`config.mk`:
```
export PLATFORM = sky130hd
export DESIGN_NAME = clut_fade_ctrl
export DESIGN_NICKNAME = d
export VERILOG_FILES = /design/src/rtl/clut_fade_ctrl.sv
export SDC_FILE = /design/constraint.sdc
export NUM_CORES = 1
export LEC_CHECK = 0
export BUFFER_PORTS_ARGS = -buffer_cell sky130_fd_sc_hd__buf_2
export CORE_ASPECT_RATIO = 1.2
export CORE_UTILIZATION = 35
export CTS_CLUSTER_DIAMETER = 150
export DETAILED_ROUTE_END_ITERATION = 10
export MAX_ROUTING_LAYER = met4
export PLACE_DENSITY = 0.52
export SLEW_MARGIN = 20
export SYNTH_ARGS = -nofsm -noshare
export SYNTH_HDL_FRONTEND = slang
export SYNTH_SLANG_ARGS = --single-unit
```
`constraint.sdc`:
```
create_clock -name clk -period 7.7 [get_ports clk]
set_input_delay 1.54 -clock clk [delete_from_list [all_inputs] [get_ports clk]]
set_output_delay 1.54 -clock clk [all_outputs]
set_load 0.05 [all_outputs]
```
`src/rtl/clut_fade_ctrl.sv`:
```
// clut_fade_ctrl: copies a source palette into the CLUT once per pass,
// scaling each R/G/B channel by a brightness level that steps one unit per
// pass. Passes are launched only on a frame pulse, so writes land in blanking.
//
// state | meaning
// IDLE  | no fade in progress, waiting for start
// WAIT  | fade active, counting frame pulses until the next pass
// COPY  | issuing source reads for indices 0..N-1, one per cycle
// DRAIN | two cycles for the last reads to reach the CLUT, then step level

module clut_fade_ctrl #(
   parameter int COLRW       = 12,
   parameter int CHANW       = 4,
   parameter int CIDXW       = 4,
   parameter int STEP_FRAMES = 2
) (
   input  logic             clk,
   input  logic             rst,
   input  logic             start,
   input  logic             dir,
   input  logic             frame,
   output logic [CIDXW-1:0] src_addr,
   input  logic [COLRW-1:0] src_data,
   output logic             clut_we,
   output logic [CIDXW-1:0] clut_cidx,
   output logic [COLRW-1:0] clut_colr,
   output logic [4:0]       level,
   output logic             busy,
   output logic             done
);

   localparam int FCW = (STEP_FRAMES > 1) ? $clog2(STEP_FRAMES) : 1;
   localparam logic [FCW-1:0]   FRELOAD = FCW'(STEP_FRAMES - 1);
   localparam logic [CIDXW-1:0] LAST    = '1;

   typedef enum logic [1:0] {S_IDLE, S_WAIT, S_COPY, S_DRAIN} state_t;

   state_t           state;
   logic             dir_q;
   logic [FCW-1:0]   fcnt;
   logic [CIDXW-1:0] addr;
   logic             drain_cnt;
   logic             rd_valid;
   logic [CIDXW-1:0] rd_idx;
   logic [4:0]       target;
   logic [COLRW-1:0] scaled;

   assign target   = dir_q ? 5'd16 : 5'd0;
   assign src_addr = addr;

   // Per-channel scale: full-precision product, keep the integer part (>> 4).
   for (genvar g = 0; g < 3; g++) begin : g_chan
      logic [CHANW+4:0] prod;
      assign prod = (CHANW+5)'(src_data[g*CHANW +: CHANW]) * (CHANW+5)'(level);
      assign scaled[g*CHANW +: CHANW] = CHANW'(prod >> 4);
   end

   // Read pipeline: address issued in t, data in t+1, CLUT write registered for t+2.
   always_ff @(posedge clk or posedge rst) begin
      if (rst) begin
         rd_valid  <= 1'b0;
         rd_idx    <= '0;
         clut_we   <= 1'b0;
         clut_cidx <= '0;
         clut_colr <= '0;
      end else begin
         rd_valid <= (state == S_COPY);
         rd_idx   <= addr;
         clut_we  <= rd_valid;
         if (rd_valid) begin
            clut_cidx <= rd_idx;
            clut_colr <= scaled;
         end
      end
   end

   // Pass sequencer: frame pacing, address generation and level stepping.
   always_ff @(posedge clk or posedge rst) begin
      if (rst) begin
         state     <= S_IDLE;
         dir_q     <= 1'b0;
         fcnt      <= '0;
         addr      <= '0;
         drain_cnt <= 1'b0;
         level     <= 5'd0;
         busy      <= 1'b0;
         done      <= 1'b0;
      end else begin
         done <= 1'b0;
         case (state)
            S_IDLE: begin
               if (start) begin
                  dir_q <= dir;
                  level <= dir ? 5'd0 : 5'd16;
                  fcnt  <= '0;
                  busy  <= 1'b1;
                  state <= S_WAIT;
               end
            end
            S_WAIT: begin
               if (frame) begin
                  if (fcnt == '0) begin
                     addr  <= '0;
                     state <= S_COPY;
                  end else begin
                     fcnt <= fcnt - 1'b1;
                  end
               end
            end
            S_COPY: begin
               // wraps N-1 -> 0 on the exit cycle, leaving addr ready for the next pass
               addr <= addr + 1'b1;
               if (addr == LAST) begin
                  drain_cnt <= 1'b0;
                  state     <= S_DRAIN;
               end
            end
            S_DRAIN: begin
               if (!drain_cnt) begin
                  drain_cnt <= 1'b1;
               end else if (level == target) begin
                  done  <= 1'b1;
                  busy  <= 1'b0;
                  state <= S_IDLE;
               end else begin
                  level <= dir_q ? level + 5'd1 : level - 5'd1;
                  fcnt  <= FRELOAD;
                  state <= S_WAIT;
               end
            end
            default: state <= S_IDLE;
         endcase
      end
   end

endmodule

```
-- Yosys cells after proc, flatten, opt, wreduce, memory -nomap -nowiden
Index checks and enable logic that the tools add are counted.
- word-level logic and storage cells: 76
- register bits after elaboration: 38
- bits of input ports: 17
- add/sub/neg operators: 4
- equality and inequality tests: 12
- reduce and logical (&&, ||, !) cells: 12
- multipliers: 3
- muxes and demuxes: 32
- operator list (operator ; number):
    5-bit two-way mux ; 6
    4-bit by 5-bit multiplier with 8-bit output ; 3
    1-bit two-way mux ; 13
    2-bit inequality test (second input constant) ; 6
    2-bit two-way mux ; 5
    5-bit case mux with 2 select lines ; 1
    5-bit AND reduction ; 2
    4-bit two-way mux ; 2
    2-bit case mux with 4 select lines ; 1
    4-bit case mux with 2 select lines ; 1
    4-bit AND reduction ; 2
    2-bit nonzero test ; 3
    5-bit by 1-bit adder with 5-bit output (second input constant) ; 1
    5-bit equality test ; 1
    5-bit by 1-bit subtractor with 5-bit output (second input constant) ; 1
    4-bit by 1-bit adder with 4-bit output (second input constant) ; 1
    2-bit equality test (second input constant) ; 2
    4-bit equality test (second input constant) ; 1
    1-bit case mux with 2 select lines ; 2
    2-bit AND reduction ; 2
    1-bit case mux with 3 select lines ; 1
    3-bit AND reduction ; 1
    3-bit nonzero test ; 1
    2-bit by 1-bit equality test with 1-bit output (second input constant) ; 1
    3 further kinds ; 3

-- Logic depth before layout (Yosys ltp)
- depth after elaboration: 5
- depth in mapped cells: 12

-- Worst setup path before layout
OpenSTA, ideal clock, no wires.
- kind: input to register
- start: input port src_data[11]
- end: register clut_colr[11]
- setup time: 125 ps
- arrival: 4188 ps
- path buffers: 0
- stages: 11
- data required time: 7575 ps
- path slack: 3387 ps
- cells stage by stage: and2_1 fa_1 inv_1 fa_1 inv_1 ha_1 and3_1 a221o_1 a31oi_1 xnor2_1 mux2_2
- cells in the longest elaborated chain, start to end: 1
- RTL lines (element ; line ; text):
    start: declaration ; 23 ; input logic [COLRW-1:0] src_data,
    4-bit by 5-bit multiplier with 8-bit output ; 54 ; assign prod = (CHANW+5)'(src_data[g*CHANW +: CHANW]) * (CHANW+5)'(level);
    end signal: assignment ; 72 ; clut_colr <= scaled;
    end: declaration ; 26 ; output logic [COLRW-1:0] clut_colr,
Every way passes these cells.
A chain may end at the register's enable or synchronous reset.

-- Worst setup path after layout
- start: input port src_data[7]
- end: register clut_colr[7]
The elaborated chain is that of the path after synthesis.

==> flow_metrics.env <==
export IMPL_critPathLaunchType="input port"
export IMPL_max_stage_delay_ns=0.54
export IMPL_yosys_cell_types_count=33
export IMPL_die_x_um=86.59
export IMPL_max_cap_violations=0
export IMPL_synth_nets=368
export IMPL_wl_mm=6.060
export IMPL_grt_start_max_net_pins=39
export IMPL_grt_pass1_vias=2312
export IMPL_yosys_warnings=0
export IMPL_synth_top_cell_by_area="dfrtp_1"
export IMPL_grt_overflow=0
export IMPL_cp_required_ns=7.88
export IMPL_post_cts_setup_buffers=0
export IMPL_synth_top_area_share_pct=31.64
export IMPL_firstDrtPassIters=4
export IMPL_gp_congestion=0.7302
export IMPL_die_area_um2=8963
export IMPL_crit_type="input port to register"
export IMPL_clock_latency_ns=0.28
export IMPL_syn_area_per_cell_um2=10.02
export IMPL_slew_violations=0
export IMPL_hold_class="register to register"
export IMPL_leakage_nw=1.858
export IMPL_status="completed"
export IMPL_dp_hpwl_mm=4.481
export IMPL_finalSetupViolCount=0
export IMPL_grt_first_pass_wirelength_mm=10.72
export IMPL_r2r_start="level[1]"
export IMPL_num_antenna_cells=0
export IMPL_cts_buffers=5
export IMPL_hold_path_cell_count=0
export IMPL_slowest_stage="fa_1"
export IMPL_drt_iter0_markers=54
export IMPL_setup_slack_ns=3.441
export IMPL_viasPerCell=4.806
export IMPL_cp_max_fo=5
export IMPL_cp_top_family="adder cells"
export IMPL_ctsResizeCount=0
export IMPL_crit_cells=12
export IMPL_maxSlewHeadroom_pct=48.32
export IMPL_fin_nets=411
export IMPL_final_layout_size_suffix_gt1_share_pct=21.51
export IMPL_final_hold_viol_count=0
export IMPL_power_density_nw_per_um2=402.7
export IMPL_worst_hold_slack_ns=0.4670
export IMPL_drc=0
export IMPL_ir_drop_mv=0.1934
export IMPL_synthArstFlopShare_pct=100.0
export IMPL_wl_per_cell_um=13.23
export IMPL_dpl_worst_slack_ns=3.147
export IMPL_worstMarginPinSlew_ns=0.7753
export IMPL_crit_chain="buf_2 -> and2_1 -> fa_1 -> inv_1 -> fa_1 -> inv_1 -> ha_1 -> and3_1 -> a221o_1 -> a31oi_1 -> xnor2_1 -> mux2_2"
export IMPL_min_period_ns=4.259
export IMPL_period_share_pct=55.31
export IMPL_finClkSkew_ns=0.004179
export IMPL_hold_buffers=0
export IMPL_syn_inst=300
export IMPL_path_clk_slew_ns=0.08
export IMPL_io_pins=45
export IMPL_synth_edf_count=0
export IMPL_core_um2=8243
export IMPL_setup_tns_ns=0
export IMPL_yosysSeqAreaShare_pct=31.64
export IMPL_cts_tree="done"
export IMPL_r2r_slack_ns=4.10
export IMPL_startpoint="src_data[7]"
export IMPL_synth_area_leaders="dfrtp_1 32%, ha_1 15%, fa_1 11%, mux2_2 6.7%, nand2_1 5.0%"
export IMPL_clock_sinks=38
export IMPL_min_from="src_addr[3]"
export IMPL_cp_arrival_ns=4.43
export IMPL_end_kind="register"
export IMPL_num_rows=36
export IMPL_clockBufferDepth=2
export IMPL_vias=2201
export IMPL_ctsRootBufferMaster="clkbuf_8"
export IMPL_worst_path_buf_inv=3
export IMPL_port_buffers=44
export IMPL_synthFlopType="dfrtp_1"
export IMPL_fp_dieH_um=103.5
export IMPL_fmax_mhz=234.8
export IMPL_r2r_cells=11
export IMPL_ys_ff_latch=38
export IMPL_htreeDepth=2
export IMPL_rsz0062_at_grt="false"
export IMPL_initial_core_util_pct=36.46
export IMPL_antenna_found_initial=0
export IMPL_syn_to_final_growth_pct=15.86
export IMPL_drtAntennaViolNets=0
export IMPL_grt_usage_pct=15.62
export IMPL_syn_area_um2=3005
cells in the mapped netlist (4+ instances only):
library cell,n
fa_1,16
xor2_1,9
and2_1,22
nor2_1,5
a21oi_1,8
a21o_1,5
o31ai_1,4
nand2_1,40
and3_1,4
inv_1,32
o21ai_0,11
clkbuf_1,6
a31oi_1,7
dfrtp_1,38
xnor2_1,13
mux2_2,18
ha_1,35
sequential cells by signal, indices dropped and copies added, names as in the netlist:
name       count
clut_colr     12
level          5
clut_cidx      4
rd_idx         4
src_addr       4
state          2
busy           1
clut_we        1
dir_q          1
done           1
drain_cnt      1
fcnt           1
rd_valid       1
power by group:
| part | switching, W | internal, W |
|---|---|---|
| clock network | 0.0000715 | 0.000138 |
| logic | 0.000501 | 0.000305 |
| registers | 0.000106 | 0.000280 |
| total | 0.000679 | 0.000724 |
worst register-to-register path, stage by stage, from the launching register on:
cell and delay [ns]:
dfrtp_1 0.62, and2_1 0.28, fa_1 0.54, inv_1 0.06, fa_1 0.54, inv_1 0.04
ha_1 0.32, and3_1 0.19, a221o_1 0.36, a31oi_1 0.22, xnor2_1 0.08, mux2_2 0.26
layout make-up:
cell class / instances / area [um2]
fillers: 844 / 4761
flip-flops and latches: 38 / 950.9
clock buffers: 6 / 82.58
repair buffers: 45 / 227.7
multi-input cells: 221 / 1898
inverters: 32 / 120.1
well taps: 114 / 142.6
clock inverters: 2 / 60.06
metrics by stage:
step	area (um2)	instances	power, W	util, %
floorplan	3005	300	0.001023	-
global placement	3339	450	0.001193	40.51
detailed placement	3339	450	0.001208	40.51
CTS	3482	458	0.001426	42.24
global route	3482	458	0.001529	42.24
finish	3482	458	0.001402	42.24
final timing paths:
kind | end
worst max-delay path | clut_colr[7]
worst min-delay path | rd_idx[3]
worst max register to register | clut_colr[7]
worst min register to register | rd_idx[3]
max in group asynchronous | clut_colr[11]
min in group asynchronous | clut_cidx[0]
layout by cell type, fill, tap and decap left out, types with 6 or more instances in the layout:
master and n:
buf_2 44, nand2_1 40, dfrtp_1 38, ha_1 35, inv_1 32, and2_1 22
mux2_2 18, fa_1 16, xnor2_1 13, o21ai_0 11, xor2_1 9, a21oi_1 8
a31oi_1 7, clkbuf_8 6
cells by family after synthesis:
logic type / synth area share [%]
compound gates: 10.12
xor+xnor: 6.411
fa+ha+maj: 25.23
buf+inv: 5.204
flops: 31.64
mux: 7.077
simple gates: 14.32
routing by layer:
metal	track usage, %	vias to the layer above	wire, um
met5	-	-	0
met4	3.690	0	42
met3	2.550	4	176
met2	27.72	35	3209
met1	18.20	1069	2632
li1	-	1093	-
Power figures use the tool's default switching activity.
